File: config.mk
export PLATFORM = sky130hd
export DESIGN_NAME = pair_pack_sched_flat
export DESIGN_NICKNAME = d
export VERILOG_FILES = /design/src/rtl/pair_pack_if.sv /design/src/rtl/pair_pack_sched.sv /design/src/flat_wrapper.sv
export SDC_FILE = /design/constraint.sdc
export NUM_CORES = 1
export LEC_CHECK = 0
export CAP_MARGIN = 40
export CORE_MARGIN = 8
export CORE_UTILIZATION = 55
export DETAILED_ROUTE_END_ITERATION = 7
export PLACE_DENSITY_LB_ADDON = 0.12
export SYNTH_ARGS = -nofsm -noshare
export SYNTH_HDL_FRONTEND = slang
export SYNTH_SLANG_ARGS = --single-unit
File: constraint.sdc
create_clock -name clk -period 5 [get_ports clk]
set_clock_uncertainty 0.1 [all_clocks]
set_input_delay 0.75 -clock clk [delete_from_list [all_inputs] [get_ports clk]]
set_output_delay 0.75 -clock clk [all_outputs]
set_load 0.02 [all_outputs]
File: src/rtl/pair_pack_if.sv
// Handshake bundle between the two byte requesters, the pair packer and the
// downstream pair consumer.
interface pair_pack_if;
  logic       req0_valid;
  logic [7:0] req0_byte;
  logic       req0_ready;
  logic       req1_valid;
  logic [7:0] req1_byte;
  logic       req1_ready;
  logic       cfg_sum;
  logic       out_valid;
  logic       out_ready;
  logic [15:0] out_pair;
  logic       out_src;

  // Scheduler side.
  modport slave (
    input  req0_valid, req0_byte, req1_valid, req1_byte, cfg_sum, out_ready,
    output req0_ready, req1_ready, out_valid, out_pair, out_src
  );

  // Requester / consumer side.
  modport master (
    output req0_valid, req0_byte, req1_valid, req1_byte, cfg_sum, out_ready,
    input  req0_ready, req1_ready, out_valid, out_pair, out_src
  );
endinterface

File: src/rtl/pair_pack_sched.sv
// Round-robin scheduler that packs two bytes from one requester into a 16-bit
// pair, holds it on a valid/ready output, and drops pairs stalled too long.
module pair_pack_sched #(
  parameter int unsigned TIMEOUT_CYC = 15,
  parameter int unsigned CNT_W       = 8
) (
  input  logic             clk,
  input  logic             rst_n,
  pair_pack_if.slave       bus,
  output logic [CNT_W-1:0] drop_cnt,
  output logic             busy
);

  localparam int unsigned TMO_W    = (TIMEOUT_CYC > 1) ? $clog2(TIMEOUT_CYC) : 1;
  localparam int unsigned TMO_LAST = (TIMEOUT_CYC == 0) ? 0 : TIMEOUT_CYC - 1;

  typedef enum logic [1:0] {
    IDLE  = 2'd0,
    BYTE1 = 2'd1,
    HOLD  = 2'd2
  } state_t;

  state_t           state, state_d;
  logic             prio, prio_d;
  logic             gnt, gnt_d;
  logic [TMO_W-1:0] tmo, tmo_d;
  logic [7:0]       b0, b0_d;
  logic             out_valid_d;
  logic [15:0]      out_pair_d;
  logic             out_src_d;
  logic [CNT_W-1:0] drop_d;

  logic       grant;
  logic       sel_valid;
  logic [7:0] sel_byte;
  logic       rdy0, rdy1;

  // Next-state, datapath updates and requester readies.
  always_comb begin
    state_d     = state;
    prio_d      = prio;
    gnt_d       = gnt;
    tmo_d       = tmo;
    b0_d        = b0;
    out_valid_d = bus.out_valid;
    out_pair_d  = bus.out_pair;
    out_src_d   = bus.out_src;
    drop_d      = drop_cnt;
    rdy0        = 1'b0;
    rdy1        = 1'b0;
    grant       = (bus.req0_valid && bus.req1_valid) ? prio : bus.req1_valid;
    sel_valid   = gnt ? bus.req1_valid : bus.req0_valid;
    sel_byte    = gnt ? bus.req1_byte  : bus.req0_byte;

    unique case (state)
      IDLE: begin
        if (rst_n && (bus.req0_valid || bus.req1_valid)) begin
          rdy0    = ~grant;
          rdy1    = grant;
          b0_d    = grant ? bus.req1_byte : bus.req0_byte;
          gnt_d   = grant;
          tmo_d   = '0;
          state_d = BYTE1;
        end
      end

      BYTE1: begin
        rdy0 = rst_n && !gnt && bus.req0_valid;
        rdy1 = rst_n &&  gnt && bus.req1_valid;
        if (sel_valid) begin
          out_pair_d  = {b0, bus.cfg_sum ? 8'(b0 + sel_byte) : sel_byte};
          out_src_d   = gnt;
          out_valid_d = 1'b1;
          state_d     = HOLD;
        end else if (TIMEOUT_CYC != 0 && tmo == TMO_W'(TMO_LAST)) begin
          // Stalled partial pair: discard first byte and hand priority over.
          if (drop_cnt != {CNT_W{1'b1}}) begin
            drop_d = drop_cnt + CNT_W'(1);
          end
          prio_d  = ~gnt;
          tmo_d   = '0;
          state_d = IDLE;
        end else begin
          tmo_d = tmo + TMO_W'(1);
        end
      end

      HOLD: begin
        if (bus.out_ready) begin
          out_valid_d = 1'b0;
          prio_d      = ~gnt;
          state_d     = IDLE;
        end
      end

      default: state_d = IDLE;
    endcase
  end

  // State and datapath registers.
  always_ff @(posedge clk or negedge rst_n) begin
    if (!rst_n) begin
      state        <= IDLE;
      prio         <= 1'b0;
      gnt          <= 1'b0;
      tmo          <= '0;
      b0           <= '0;
      bus.out_valid <= 1'b0;
      bus.out_pair <= '0;
      bus.out_src  <= 1'b0;
      drop_cnt     <= '0;
    end else begin
      state        <= state_d;
      prio         <= prio_d;
      gnt          <= gnt_d;
      tmo          <= tmo_d;
      b0           <= b0_d;
      bus.out_valid <= out_valid_d;
      bus.out_pair <= out_pair_d;
      bus.out_src  <= out_src_d;
      drop_cnt     <= drop_d;
    end
  end

  assign bus.req0_ready = rdy0;
  assign bus.req1_ready = rdy1;
  assign busy           = (state != IDLE);

endmodule
File: src/flat_wrapper.sv
// flat-port wrapper written by rule: the top's interface ports become plain ports
module pair_pack_sched_flat 
#(
  parameter int unsigned TIMEOUT_CYC = 15,
  parameter int unsigned CNT_W       = 8
)
  (clk, rst_n, drop_cnt, busy, bus_req0_valid, bus_req0_byte, bus_req1_valid, bus_req1_byte, bus_cfg_sum, bus_out_ready, bus_req0_ready, bus_req1_ready, bus_out_valid, bus_out_pair, bus_out_src);
  pair_pack_if bus_i ();
  input  logic clk;
  input  logic rst_n;
  output logic [CNT_W-1:0] drop_cnt;
  output logic busy;
  input wire logic [$bits(bus_i.req0_valid)-1:0] bus_req0_valid;
  input wire logic [$bits(bus_i.req0_byte)-1:0] bus_req0_byte;
  input wire logic [$bits(bus_i.req1_valid)-1:0] bus_req1_valid;
  input wire logic [$bits(bus_i.req1_byte)-1:0] bus_req1_byte;
  input wire logic [$bits(bus_i.cfg_sum)-1:0] bus_cfg_sum;
  input wire logic [$bits(bus_i.out_ready)-1:0] bus_out_ready;
  output wire logic [$bits(bus_i.req0_ready)-1:0] bus_req0_ready;
  output wire logic [$bits(bus_i.req1_ready)-1:0] bus_req1_ready;
  output wire logic [$bits(bus_i.out_valid)-1:0] bus_out_valid;
  output wire logic [$bits(bus_i.out_pair)-1:0] bus_out_pair;
  output wire logic [$bits(bus_i.out_src)-1:0] bus_out_src;
  assign bus_i.req0_valid = bus_req0_valid;
  assign bus_i.req0_byte = bus_req0_byte;
  assign bus_i.req1_valid = bus_req1_valid;
  assign bus_i.req1_byte = bus_req1_byte;
  assign bus_i.cfg_sum = bus_cfg_sum;
  assign bus_i.out_ready = bus_out_ready;
  assign bus_req0_ready = bus_i.req0_ready;
  assign bus_req1_ready = bus_i.req1_ready;
  assign bus_out_valid = bus_i.out_valid;
  assign bus_out_pair = bus_i.out_pair;
  assign bus_out_src = bus_i.out_src;
  pair_pack_sched #(.TIMEOUT_CYC(TIMEOUT_CYC), .CNT_W(CNT_W)) u_core (.clk(clk), .rst_n(rst_n), .bus(bus_i), .drop_cnt(drop_cnt), .busy(busy));
endmodule
; After elaboration in Yosys (flattened, before gate mapping)
; Index checks and enable logic that the tools add are counted.
[word_totals]
reg_bits = 42
latchBits = 0
ramBits = 0
romBits = 0
word_cells = 69
mem_count = 0
[classes]
addsub = 3
multipliers = 0
n_div = 0
order_cmp = 0
eq_ne = 10
shift = 0
n_mux = 25
bitwise = 3
reduce_logical = 19
[ops]
columns = operator, n
row1 = 8-bit two-way mux, 3
row2 = 4-bit two-way mux, 3
row3 = 1-bit two-way mux, 9
row4 = 3-bit AND reduction, 3
row5 = 8-bit by 1-bit adder with 8-bit output (second input constant), 1
row6 = 8-bit adder, 1
row7 = 2-bit two-way mux, 4
row8 = 8-bit inequality test (second input constant), 1
row9 = 1-bit one-hot mux with 2 select lines, 4
row10 = 4-bit one-hot mux with 2 select lines, 1
row11 = 4-bit AND reduction, 2
row12 = 1-bit logical AND, 6
row13 = 2-bit by 1-bit inequality test with 1-bit output (second input constant), 3
row14 = 2-bit one-hot mux with 3 select lines, 1
row15 = 2-bit nonzero test, 3
row16 = 4-bit by 1-bit adder with 4-bit output (second input constant), 1
row17 = 4-bit equality test (second input constant), 1
row18 = 2-bit inequality test (second input constant), 2
row19 = 2-bit AND reduction, 2
row20 = 3-bit by 1-bit inequality test with 1-bit output (second input constant), 1
row21 = 1-bit inverter, 3
row22 = 2-bit by 1-bit equality test with 1-bit output (second input constant), 1
row23 = 2-bit equality test (second input constant), 1
row24 = 2-bit logical NOT, 1
row25 = 2 further kinds, 2

; Depth between registers and ports, before layout
; Gate-level depths: netlist (run 1).
[logic_depth]
ltp_word = 5
mapped_depth = 11
depth_no_buf = 9

; Worst setup path after synthesis (run 1)
; OpenSTA, ideal clock, no wires.
[synth_timing]
kind = input-to-output
from = input bus_req1_valid
to = output bus_req1_ready
t_arrival_ns = 1.832
path_slack_ns = 2.318
cell_stages = 4
path_cell_list = o21ai_0 -> or2_2 -> clkbuf_1 -> o21ai_0
[synth_between]
elab_chain_cells = 4
elab_cells_between_ends = 7
classes_between = 3 x mux / 4 x reduce/logical
[synth_rtl]
columns = element, line
row1 = from (decl), flat_wrapper.sv:15  ; input wire logic [$bits(bus_i.req1_valid)-1:0] bus_req1_valid;
row2 = 1-bit logical AND / 1-bit logical OR (equally long branches), "pair_pack_sched.sv:51, pair_pack_sched.sv:57"
row3 = 1-bit two-way mux / 1-bit logical AND (equally long branches), "pair_pack_sched.sv:51, pair_pack_sched.sv:57"
row4 = 1-bit two-way mux, pair_pack_sched.sv:57  ; if (rst_n && (bus.req0_valid || bus.req1_valid)) begin
row5 = 1-bit one-hot mux with 2 select lines *, pair_pack_sched.sv:55  ; unique case (state)
row6 = to (decl), flat_wrapper.sv:20  ; output wire logic [$bits(bus_i.req1_ready)-1:0] bus_req1_ready;
; Every way passes the cells marked *; elsewhere a longest branch is shown, timed or not.

; Final worst setup path (run 1)
[layout_timing]
from = input bus_req0_valid
to = output bus_req1_ready
[layout_between]
elab_chain_cells = 4
elab_cells_between_ends = 6
classes_between = 3 x mux / 3 x reduce/logical
[layout_rtl]
columns = element, line
row1 = from (decl), flat_wrapper.sv:13  ; input wire logic [$bits(bus_i.req0_valid)-1:0] bus_req0_valid;
row2 = 1-bit logical AND / 1-bit logical OR (equally long branches), "pair_pack_sched.sv:51, pair_pack_sched.sv:57"
row3 = 1-bit two-way mux / 1-bit logical AND (equally long branches), "pair_pack_sched.sv:51, pair_pack_sched.sv:57"
row4 = 1-bit two-way mux *, pair_pack_sched.sv:57
row5 = 1-bit one-hot mux with 2 select lines *, pair_pack_sched.sv:55
; Marked as above.

==> results of run 1 <==
-- flip-flops by register name, indices dropped and copies added (netlist names) --
name and count:
u_core.bus.out_src 1, u_core.state 2, u_core.gnt 1, u_core.bus.out_pair 16, u_core.prio 1, u_core.bus.out_valid 1
u_core.tmo 4, u_core.drop_cnt 8, u_core.b0 8
-- where the power goes --
| group | internal (mW) | switching [mW] | total [mW] |
|---|---|---|---|
| Clock | 0.147 | 0.120 | 0.267 |
| Sequential | 0.457 | 0.109 | 0.566 |
| Combinational | 0.391 | 0.455 | 0.846 |
| Total | 0.995 | 0.685 | 1.68 |
-- cells in the final DEF, fill, tap and decap left out, drive strengths merged, types with 2 or more instances in the layout --
master / instances
o211ai: 2
clkdlybuf4s50: 49
a21oi: 3
inv: 9
nand2: 54
dfrtp: 42
mux2i: 14
o21a: 3
nor2b: 4
or2: 5
mux2: 9
nand3: 6
nor2: 16
xnor2: 7
ha: 10
nor3: 3
clkbuf: 5
o21ai: 31
a211oi: 2
a31oi: 3
nand4: 4
o31ai: 2
a21o: 2
clkinv: 2
or3: 3
and3: 4
buf: 4
-- routing by layer --
metal,part of all wire [%],up-vias
met1,47,950
met3,7.2,10
met2,45,50
li1,-,1010
met4,1.7,0
met5,0,-
-- cells by family after synthesis --
group	after synthesis	synth area share, %
and+or+nand+nor	104	19.9
AOI/OAI and AO/OA	54	14.4
DFF	42	43.6
muxes	23	10.0
buffers and inverters	19	3.22
adders and majority gates	11	6.02
xor gates and xnor gates	8	2.90
-- worst min path at each step --
stage | start | cells past startpoint | slack (ns) | endpoint
after floorplan | u_core.prio | 2 | 0.34 | u_core.prio
after detailed placement | u_core.bus.out_pair[12] | 2 | 0.36 | u_core.bus.out_pair[12]
after global routing | u_core.bus.out_pair[11] | 2 | 0.40 | u_core.bus.out_pair[11]
after global placement | u_core.bus.out_pair[14] | 2 | 0.36 | u_core.bus.out_pair[14]
final | u_core.bus.out_pair[12] | 2 | 0.38 | u_core.bus.out_pair[12]
after CTS | u_core.bus.out_pair[12] | 2 | 0.38 | u_core.bus.out_pair[12]
-- metrics by stage --
step           worst slack (ns)  instance area (um^2)
2_1_floorplan              2.32                  2410
3_3_place_gp               1.33                  2940
3_5_place_dp               1.30                  2950
4_1_cts                    1.29                  3060
5_1_grt                    1.16                  3060
6_report                   1.31                  3060
-- final cells by class --
| class | count | area (um^2) | share of cell area [%] |
|---|---|---|---|
| clock buffers | 5 | 68.8 | 2.25 |
| clock inverters | 3 | 40.0 | 1.31 |
| inverters | 9 | 33.8 | 1.10 |
| multi-input cells | 200 | 1280 | 41.9 |
| flip-flops and latches | 42 | 1050 | 34.3 |
| well taps | 52 | 65.1 | 2.13 |
| repair buffers | 53 | 518 | 16.9 |
-- worst reg2reg max path, cell delays in order, from the launching register on --
cell and delay [ns]:
dfrtp_1 0.72, mux2_2 0.44, ha_1 0.31, a211oi_1 0.32, nor3_1 0.12, or3_1 0.38
and4_1 0.22, o31ai_2 0.16
==> key figures, run 1 <==
Logic synthesis
  • Mapped cell area: 0.00241 mm^2
  • Syn_nets: 294
  • Top cell type's share of synthesized area: 43.6%
  • EDFF count, synth: 0
  • Main area contributors after synthesis: dfrtp_1 44%, nand2_1 8.4%, o21ai_0 6.2%, mux2i_1 5.8%, ha_1 5.2%
  • Number of synthesis warnings: 0
  • Async set or reset register ratio after synthesis: 100%
  • Synth Register Bits: 42
  • Gate count after technology mapping: 261
  • Main flop type after synthesis: dfrtp_1
  • Avg Cell Area, Syn: 9.24 um^2
  • Yosys top cell by area: dfrtp_1
  • Netlist cell types: 42
  • Top cells by count, synth: 54 x nand2_1, 42 x dfrtp_1, 30 x o21ai_0
  • Register area share after synthesis: between 40% and 50%
  • Top-count cell post-synth: nand2_1

Critical path
  • WP data arrival: 2.84 ns
  • Worst setup endpoint: bus_req1_ready
  • Slowest cell delay on critical path: 0.56 ns
  • WS Path Type: input pin to output pin
  • CP Launch Type: input pin
  • CP Capture Type: output pin
  • Worst path bufs/invs: 4
  • CP required: 4.15 ns
  • Worst R2R Setup Slack: 2.15 ns
  • CP Depth: 6
  • CP max-delay cell: clkdlybuf4s50_1
  • Worst Reg2Reg Path Length in Cells: 7
  • Reg-to-Reg Start: u_core.gnt
  • Crit-path cells: clkdlybuf4s50_1 -> inv_1 -> o21ai_1 -> buf_4 -> o21ai_0 -> clkdlybuf4s50_1
  • Critical Path Source: bus_req0_valid
  • CP delay by family, top: buffers and inverters
  • Crit Path Max Fanout: 6
  • Reg2reg end: u_core.bus.out_pair[7]
  • Crit path top cell by count: clkdlybuf4s50_1

Run
  • Max-cap violations: 0

Pwr
  • Power Density: between 500 and 600 mW/mm^2
  • Worst VDD drop: 0.311 mV
  • Pwr Total: 1.68 mW
  • Leakage: 1.39 nW

Floorplan
  • Initial Utilization: 56.2%
  • Top-level port count: 51
  • Core outline area: 0.00429 mm^2
  • Die Y-Extent: 82.2 um
  • Cell Rows: 24
  • Die footprint: just under 0.007 mm^2
  • Die X: 82.2 um

Clock network
  • Max Buffers Root-to-Sink: 2
  • Clock Latency Late Sink: 0.29 ns
  • CTS tree: yes
  • Number of CTS-inserted buffers: 5
  • Reg clk slew, reported paths: approximately 0.08 ns
  • CTS Hold Bufs: 0
  • Post-CTS Resized: 0
  • H-tree depth: 2
  • Root buffer cell: clkbuf_8
  • Setup Buffers After CTS: 0
  • CTS sink count: 42

GRT
  • Initial antenna violation count: 0
  • First-pass GRT wire length: 9440 um
  • GR Util met1: 22.5%
  • Grt total ovfl: 0
  • Met2 Use GR: 28.5%
  • Total global-route track usage: ~18%
  • Via count of the first global-routing pass: between 2k and 2.5k
  • Largest net degree at the start of global routing: 45
  • GRT busiest layer: met2
  • Met3 Resource Use GR: 5.41%

Timing
  • Fin. max-slew vios: 0
  • Fin Setup TNS: 0 ns
  • Least-Margin Pin Slew: 0.644 ns
  • RSZ-0062 raised after global routing: false
  • Period utilisation layout: ~74%
  • Relative slew slack: 57.0%
  • Maximum clock frequency: 271 MHz
  • Number of hold violations in the final report: 0
  • Crit path time final: 3.69 ns
  • Hold WS: 0.377 ns
  • Setup-failing EPs final: 0

Run status
  • Status: completed

Finish
  • Area grow syn2layout: 26.9%
  • Filler cells: 358
  • ANT cells: 0
  • Layout net count: 344
  • Final Core Density: a little under three quarters
  • Non-filler cells, final: about 360
  • Layout cells sized above 1: 9.62%

Placed design
  • I/O Buffers: 50
  • Hpwl dp: around 4200 um
  • Cells after DPL: 356
  • Placer Congestion: 0.797

Detailed routing
  • DR iter-0 viols: roughly 160
  • First-pass DRT Iterations: 4
  • DRC viols: 0
  • Via count: 2020
  • Wire length per cell: 15.4 um
  • Via density: 5.55
  • Routed Antenna Nets: 0
  • Final WL: 5610 um

Hold path
  • Worst Hold Class: register to register
No activity file was read; power rests on OpenSTA's default activity.
==> run 2, diff against run 1 <==
Settings changed: CORE_UTILIZATION 55 to 46.
Clock period 5 ns to 3.1 ns, I/O delays scaled along.
==> run 2 against run 1 <==
Compared with the run above: flip-flop and latch count is the same; highest routed layer unchanged; global-route usage decreased by 1.8 points; non-clock buffer count rose by 6; clock-buffer cell count rose by 1; core utilization decreased by 9.9 points; die area increased by 16%; cell area rose by 1.8%; total power up 61%; setup slack got worse by 1.2 ns; clock power grew 39%; via count increased by 0.59%.
==> key figures, run 2 (synthesis gave the netlist of run 1 again) <==
Clock network
  • Setup Buffers After CTS: 0 (unchanged)
  • CTS tree: yes
  • CTS Hold Bufs: 0 (unchanged)
  • Clock Latency Late Sink: 0.30 ns (about the same)
  • Root buffer cell: clkbuf_8
  • Post-CTS Resized: 0 (unchanged)
  • H-tree depth: 2 (unchanged)
  • CTS sink count: 42 (unchanged)
  • Reg clk slew, reported paths: 0.08 ns (about the same)
  • Number of CTS-inserted buffers: 5 (unchanged)
  • Max Buffers Root-to-Sink: 2 (unchanged)

Placed design
  • I/O Buffers: 50 (unchanged)
  • Placer Congestion: 0.826 (+3.6%)
  • Hpwl dp: 4330 um (+3.5%)

Floorplan
  • Top-level port count: 51 (unchanged)
  • Die footprint: 0.00782 mm^2 (+16%)
  • Initial Utilization: 47.5% (-8.6 points)
  • Cell Rows: 26 (+8.3%)
  • Die Y-Extent: 88.4 um (+7.5%)
  • Core outline area: 0.00507 mm^2 (+18%)
  • Die X: 88.4 um (+7.5%)

Critical path
  • Crit-path cells: clkdlybuf4s50_1 -> o21ai_0 -> or2_2 -> o21ai_0 -> clkdlybuf4s50_1
  • Worst R2R Setup Slack: 0.49 ns (-1.66 ns)
  • Worst Reg2Reg Path Length in Cells: 8 (+1)
  • Critical Path Source: bus_req1_valid
  • CP Depth: 5 (-1)
  • WS Path Type: input pin to output pin
  • Crit Path Max Fanout: 6 (unchanged)
  • Slowest cell delay on critical path: 0.65 ns (+0.09 ns)
  • Worst path bufs/invs: 2 (-2)
  • Reg-to-Reg Start: u_core.gnt
  • WP data arrival: 2.40 ns (-0.44 ns)
  • Worst setup endpoint: bus_req1_ready
  • CP required: 2.53 ns (-1.62 ns)
  • Reg2reg end: u_core.bus.out_pair[7]
  • CP max-delay cell: clkdlybuf4s50_1
  • CP Launch Type: input pin
  • CP Capture Type: output pin
  • CP delay by family, top: buffers and inverters

Finish
  • Layout net count: 350 (+1.7%)
  • Top flop regs: u_core.bus.out_pair x16, u_core.b0 x8, u_core.drop_cnt x8
  • ANT cells: 0 (unchanged)
  • Largest register FFs: 16 (unchanged)
  • Commonest non-fill, non-tap cell in the layout: nand2_1
  • Area grow syn2layout: 29.1%
  • Filler cells: 471 (+32%)
  • Largest Register: u_core.bus.out_pair
  • Layout cells sized above 1: 11.3% (+1.7 points)
  • Final Core Density: 61.4% (-9.9 points)
  • Most frequent cells in the layout: 54 x nand2_1, 49 x clkdlybuf4s50_1, 42 x dfrtp_1, 29 x o21ai_0, 16 x nor2_1

GRT
  • First-pass GRT wire length: 9770 um (+3.5%)
  • Largest net degree at the start of global routing: 26 (-42%)
  • Via count of the first global-routing pass: 2045 (+1.8%)
  • Initial antenna violation count: 0 (unchanged)
  • Grt total ovfl: 0 (unchanged)
  • Total global-route track usage: 16.1% (-1.8 points)

Timing
  • Period utilisation layout: ~96%
  • Least-Margin Pin Slew: 0.661 ns (+0.0174 ns)
  • Relative slew slack: 55.7% (-1.2 points)
  • Number of hold violations in the final report: 0 (unchanged)
  • Fin. max-slew vios: 0 (unchanged)
  • Fin Setup TNS: 0 ns (unchanged)
  • Crit path time final: 2.97 ns
  • RSZ-0062 raised after global routing: false
  • Setup-failing EPs final: 0 (unchanged)
  • Maximum clock frequency: 337 MHz

Detailed routing
  • DR iter-0 viols: 84 (-48%)
  • Final WL: 5700 um (+1.7%)
  • Via density: 5.24 (-5.6%)
  • Via count: 2032 (+0.59%)
  • Wire length per cell: 14.7 um (-4.5%)
  • First-pass DRT Iterations: 4 (unchanged)
  • Routed Antenna Nets: 0 (unchanged)
  • DRC viols: 0 (unchanged)

Hold path
  • Worst Hold Class: input pin to asynchronous set/reset pin

Pwr
  • Worst VDD drop: 0.391 mV (+26%)
  • Leakage: 1.41 nW (+1.3%)
  • Power Density: 866 mW/mm^2 (+58%)

Run status
  • Status: completed

Run
  • Max-cap violations: 0 (unchanged)
run 2: layout make-up:
cell class                      instances  area [um^2]  share of cell area [%]
Timing Repair Buffer                   59          563                    18.1
Clock buffer                            6         82.6                    2.65
Inverter                                9         33.8                    1.08
Sequential cell                        42         1050                    33.7
Tap cell                               70         87.6                    2.81
Multi-Input combinational cell        200         1280                    41.2
Clock inverter                          2         12.5                   0.402
run 2: worst register-to-register path, stage by stage (launching register included):
cell and delay, ns:
dfrtp_1 0.50, buf_4 0.21, mux2_2 0.35, ha_1 0.38
a21oi_1 0.16, nand2_1 0.08, or3_1 0.39, and4_1 0.21
o31ai_2 0.16
run 2: worst min-delay path by stage:
stage | from | endpoint | slack, ns | cells past startpoint
after floorplan | rst_n | u_core.b0[0] | 0.07 | 0
after global placement | u_core.bus.out_pair[13] | u_core.bus.out_pair[13] | 0.36 | 2
after detailed placement | rst_n | u_core.prio | 0.36 | 2
after CTS | rst_n | u_core.prio | 0.03 | 2
after global routing | rst_n | u_core.tmo[1] | 0.05 | 2
final | rst_n | u_core.tmo[0] | 0.03 | 2
run 2: per-stage QoR:
stage / instance area, um^2 / hold slack [ns] / instances / worst slack [ns] / power, mW
3_3_place_gp: 3020 / 0.356 / 380 / 0.272 / 2.31
5_1_grt: 3110 / 0.0481 / 388 / 0.0999 / 2.92
6_report: 3110 / 0.0347 / 388 / 0.131 / 2.70
3_5_place_dp: 3020 / 0.360 / 380 / 0.216 / 2.33
2_1_floorplan: 2410 / 0.0694 / 261 / 0.523 / 1.82
4_1_cts: 3110 / 0.0278 / 388 / 0.177 / 2.72
run 2: metal layers:
metal	vias up	routed length (um)	GRT usage [%]
met5	-	0	0
met4	0	99	5.84
met3	8	309	4.18
met2	44	2580	25.5
met1	963	2720	20.6
li1	1017	-	-
run 2: report_power, final:
group	switching, mW	internal, mW
clock network	0.192	0.179
logic	0.774	0.658
registers	0.156	0.738
total	1.12	1.58
==> run 3, diff against run 2 <==
Settings changed: CORE_UTILIZATION 46 to 55, SKIP_CTS_REPAIR_TIMING set to 1.
Clock period 3.1 ns to 3.8 ns, I/O delays scaled along.
==> run 3 against run 2 <==
Compared with the run above: register-to-register slack better by 0.47 ns; cell count is 5.4% lower; global-route usage is 2.5 points higher; sequential share of layout area is 0.62 points higher; critical path depth stayed put; non-clock buffer count is 2 lower; combinational power is 20% lower; largest cell class unchanged; largest power group unchanged.
==> key figures, run 3 (synthesis gave the netlist of run 1 again) <==
Finish
  • Top flop regs: u_core.bus.out_pair x16, u_core.b0 x8, u_core.drop_cnt x8
  • ANT cells: 0 (unchanged)
  • Layout cells sized above 1: 9.84% (-1.5 points)
  • Non-filler cells, final: 367 (-5.4%)
  • Layout net count: 348 (-0.57%)
  • Most frequent cells in the layout: 54 x nand2_1, 49 x clkdlybuf4s50_1, 42 x dfrtp_1, 29 x o21ai_0, 16 x nor2_1
  • Largest Register: u_core.bus.out_pair
  • Final Cell Area: 0.00306 mm^2 (-1.8%)
  • Largest register FFs: 16 (unchanged)
  • Area grow syn2layout: 26.8%
  • Commonest non-fill, non-tap cell in the layout: nand2_1

GRT
  • Total global-route track usage: 18.6% (+2.5 points)
  • Largest net degree at the start of global routing: 25 (-3.8%)
  • Grt total ovfl: 0 (unchanged)
  • Via count of the first global-routing pass: 2110 (+3.2%)
  • First-pass GRT wire length: 9820 um (+0.49%)
  • Initial antenna violation count: 0 (unchanged)

Timing
  • Number of hold violations in the final report: 0 (unchanged)
  • Fin Setup TNS: 0 ns (unchanged)
  • Relative slew slack: 59.8% (+4.0 points)
  • RSZ-0062 raised after global routing: false
  • Setup-failing EPs final: 0 (unchanged)
  • Fin. max-slew vios: 0 (unchanged)
  • Period utilisation layout: 80.6%
  • Least-Margin Pin Slew: 0.603 ns (-0.0580 ns)
  • Crit path time final: 3.06 ns
  • Maximum clock frequency: between 300 and 400 MHz

Pwr
  • Pwr Total: 2.16 mW (-20%)
  • Worst VDD drop: 0.346 mV (-11%)
  • Power Density: 706 mW/mm^2 (-18%)
  • Leakage: 1.39 nW (-1.4%)

Critical path
  • CP Launch Type: input pin
  • WS Path Type: input pin to output pin
  • Crit Path Max Fanout: 6 (unchanged)
  • WP data arrival: 2.39 ns (about the same)
  • CP Capture Type: output pin
  • CP required: 3.13 ns (+0.60 ns)
  • Worst R2R Setup Slack: 0.96 ns (+0.47 ns)

Placed design
  • Cells after DPL: 360 (-5.3%)
  • Placer Congestion: 0.839 (+1.6%)
  • I/O Buffers: 50 (unchanged)
  • Hpwl dp: 4290 um (-0.85%)
  • Placed Area: 0.00298 mm^2 (-1.2%)

Detailed routing
  • Via count: 2014 (-0.89%)
  • Wire length per cell: 15.6 um (+6.1%)
  • DR iter-0 viols: 99 (+18%)
  • Final WL: 5730 um (+0.39%)
  • Routed Antenna Nets: 0 (unchanged)
  • DRC viols: 0 (unchanged)
  • First-pass DRT Iterations: 4 (unchanged)
  • Via density: 5.49 (+4.8%)

Clock network
  • H-tree depth: 2 (unchanged)
  • CTS tree: yes
  • Root buffer cell: clkbuf_8
  • Number of CTS-inserted buffers: 5 (unchanged)
  • CTS sink count: 42 (unchanged)
  • Reg clk slew, reported paths: 0.08 ns (about the same)
  • Clock Latency Late Sink: 0.29 ns (about the same)
  • Max Buffers Root-to-Sink: 2 (unchanged)

Floorplan
  • Top-level port count: 51 (unchanged)
  • Die footprint: 0.00676 mm^2 (-14%)
  • Cell Rows: 24 (-7.7%)
  • Initial Utilization: 56.2% (+8.6 points)
  • Core outline area: 0.00429 mm^2 (-15%)
  • Die X: 82.2 um (-7.0%)
  • Die Y-Extent: 82.2 um (-7.0%)

Run status
  • Status: completed

Hold path
  • Worst Hold Class: input pin to asynchronous set/reset pin

Run
  • Max-cap violations: 0 (unchanged)
==> run 3: cell types whose count changed in the layout (fill, tap and decap cells not counted) <==
cell / change
clkinvlp_4: -1
clkbuf_8: -1
clkinv_2: -1
buf_4: -2
clkbuf_1: +2
==> run 3: worst paths after layout <==
| path | start | to | cells past startpoint |
|---|---|---|---|
| min in group clk | u_core.bus.out_pair[14] | u_core.bus.out_pair[14] | 2 |
| hold / removal | rst_n | u_core.bus.out_pair[0] | 2 |
| setup reg to reg | u_core.gnt | u_core.bus.out_pair[7] | 7 |
| max in group asynchronous | rst_n | u_core.gnt | 2 |
| setup / recovery | bus_req1_valid | bus_req1_ready | 5 |
| hold reg to reg | u_core.bus.out_pair[14] | u_core.bus.out_pair[14] | 2 |
==> run 3: routing by layer <==
layer,track usage (%),vias to the layer above,wire length (um)
met2,30.1,44,2570
met1,24.0,942,2740
li1,-,1021,-
met4,5.26,0,62
met3,4.55,7,351
met5,0,-,0
==> run 3: layout make-up <==
cell class / count / area [um^2]
clock buffers: 7 / 76.3
fillers: 342 / 1240
repair buffers: 57 / 548
flip-flops and latches: 42 / 1050
well taps: 52 / 65.1
multi-input cells: 200 / 1280
inverters: 9 / 33.8
==> run 3: through the flow <==
stage | setup slack (ns) | util [%] | hold slack (ns)
after floorplan | 1.22 | - | 0.174
after global placement | 0.724 | 69.4 | 0.357
after detailed placement | 0.724 | 69.4 | 0.361
after CTS | 0.727 | 71.2 | 0.207
after global routing | 0.650 | 71.2 | 0.227
final | 0.738 | 71.2 | 0.200
==> run 3: worst max-delay path: stages <==
cell             delay (ns)
clkdlybuf4s50_1        0.56
o21ai_0                0.17
or2_2                  0.31
o21ai_0                0.15
clkdlybuf4s50_1        0.64
==> run 3: power breakdown <==
group	switching (mW)	internal, mW	total (mW)
clock	0.152	0.127	0.279
combinational	0.613	0.525	1.14
sequential	0.141	0.602	0.743
total	0.906	1.25	2.16
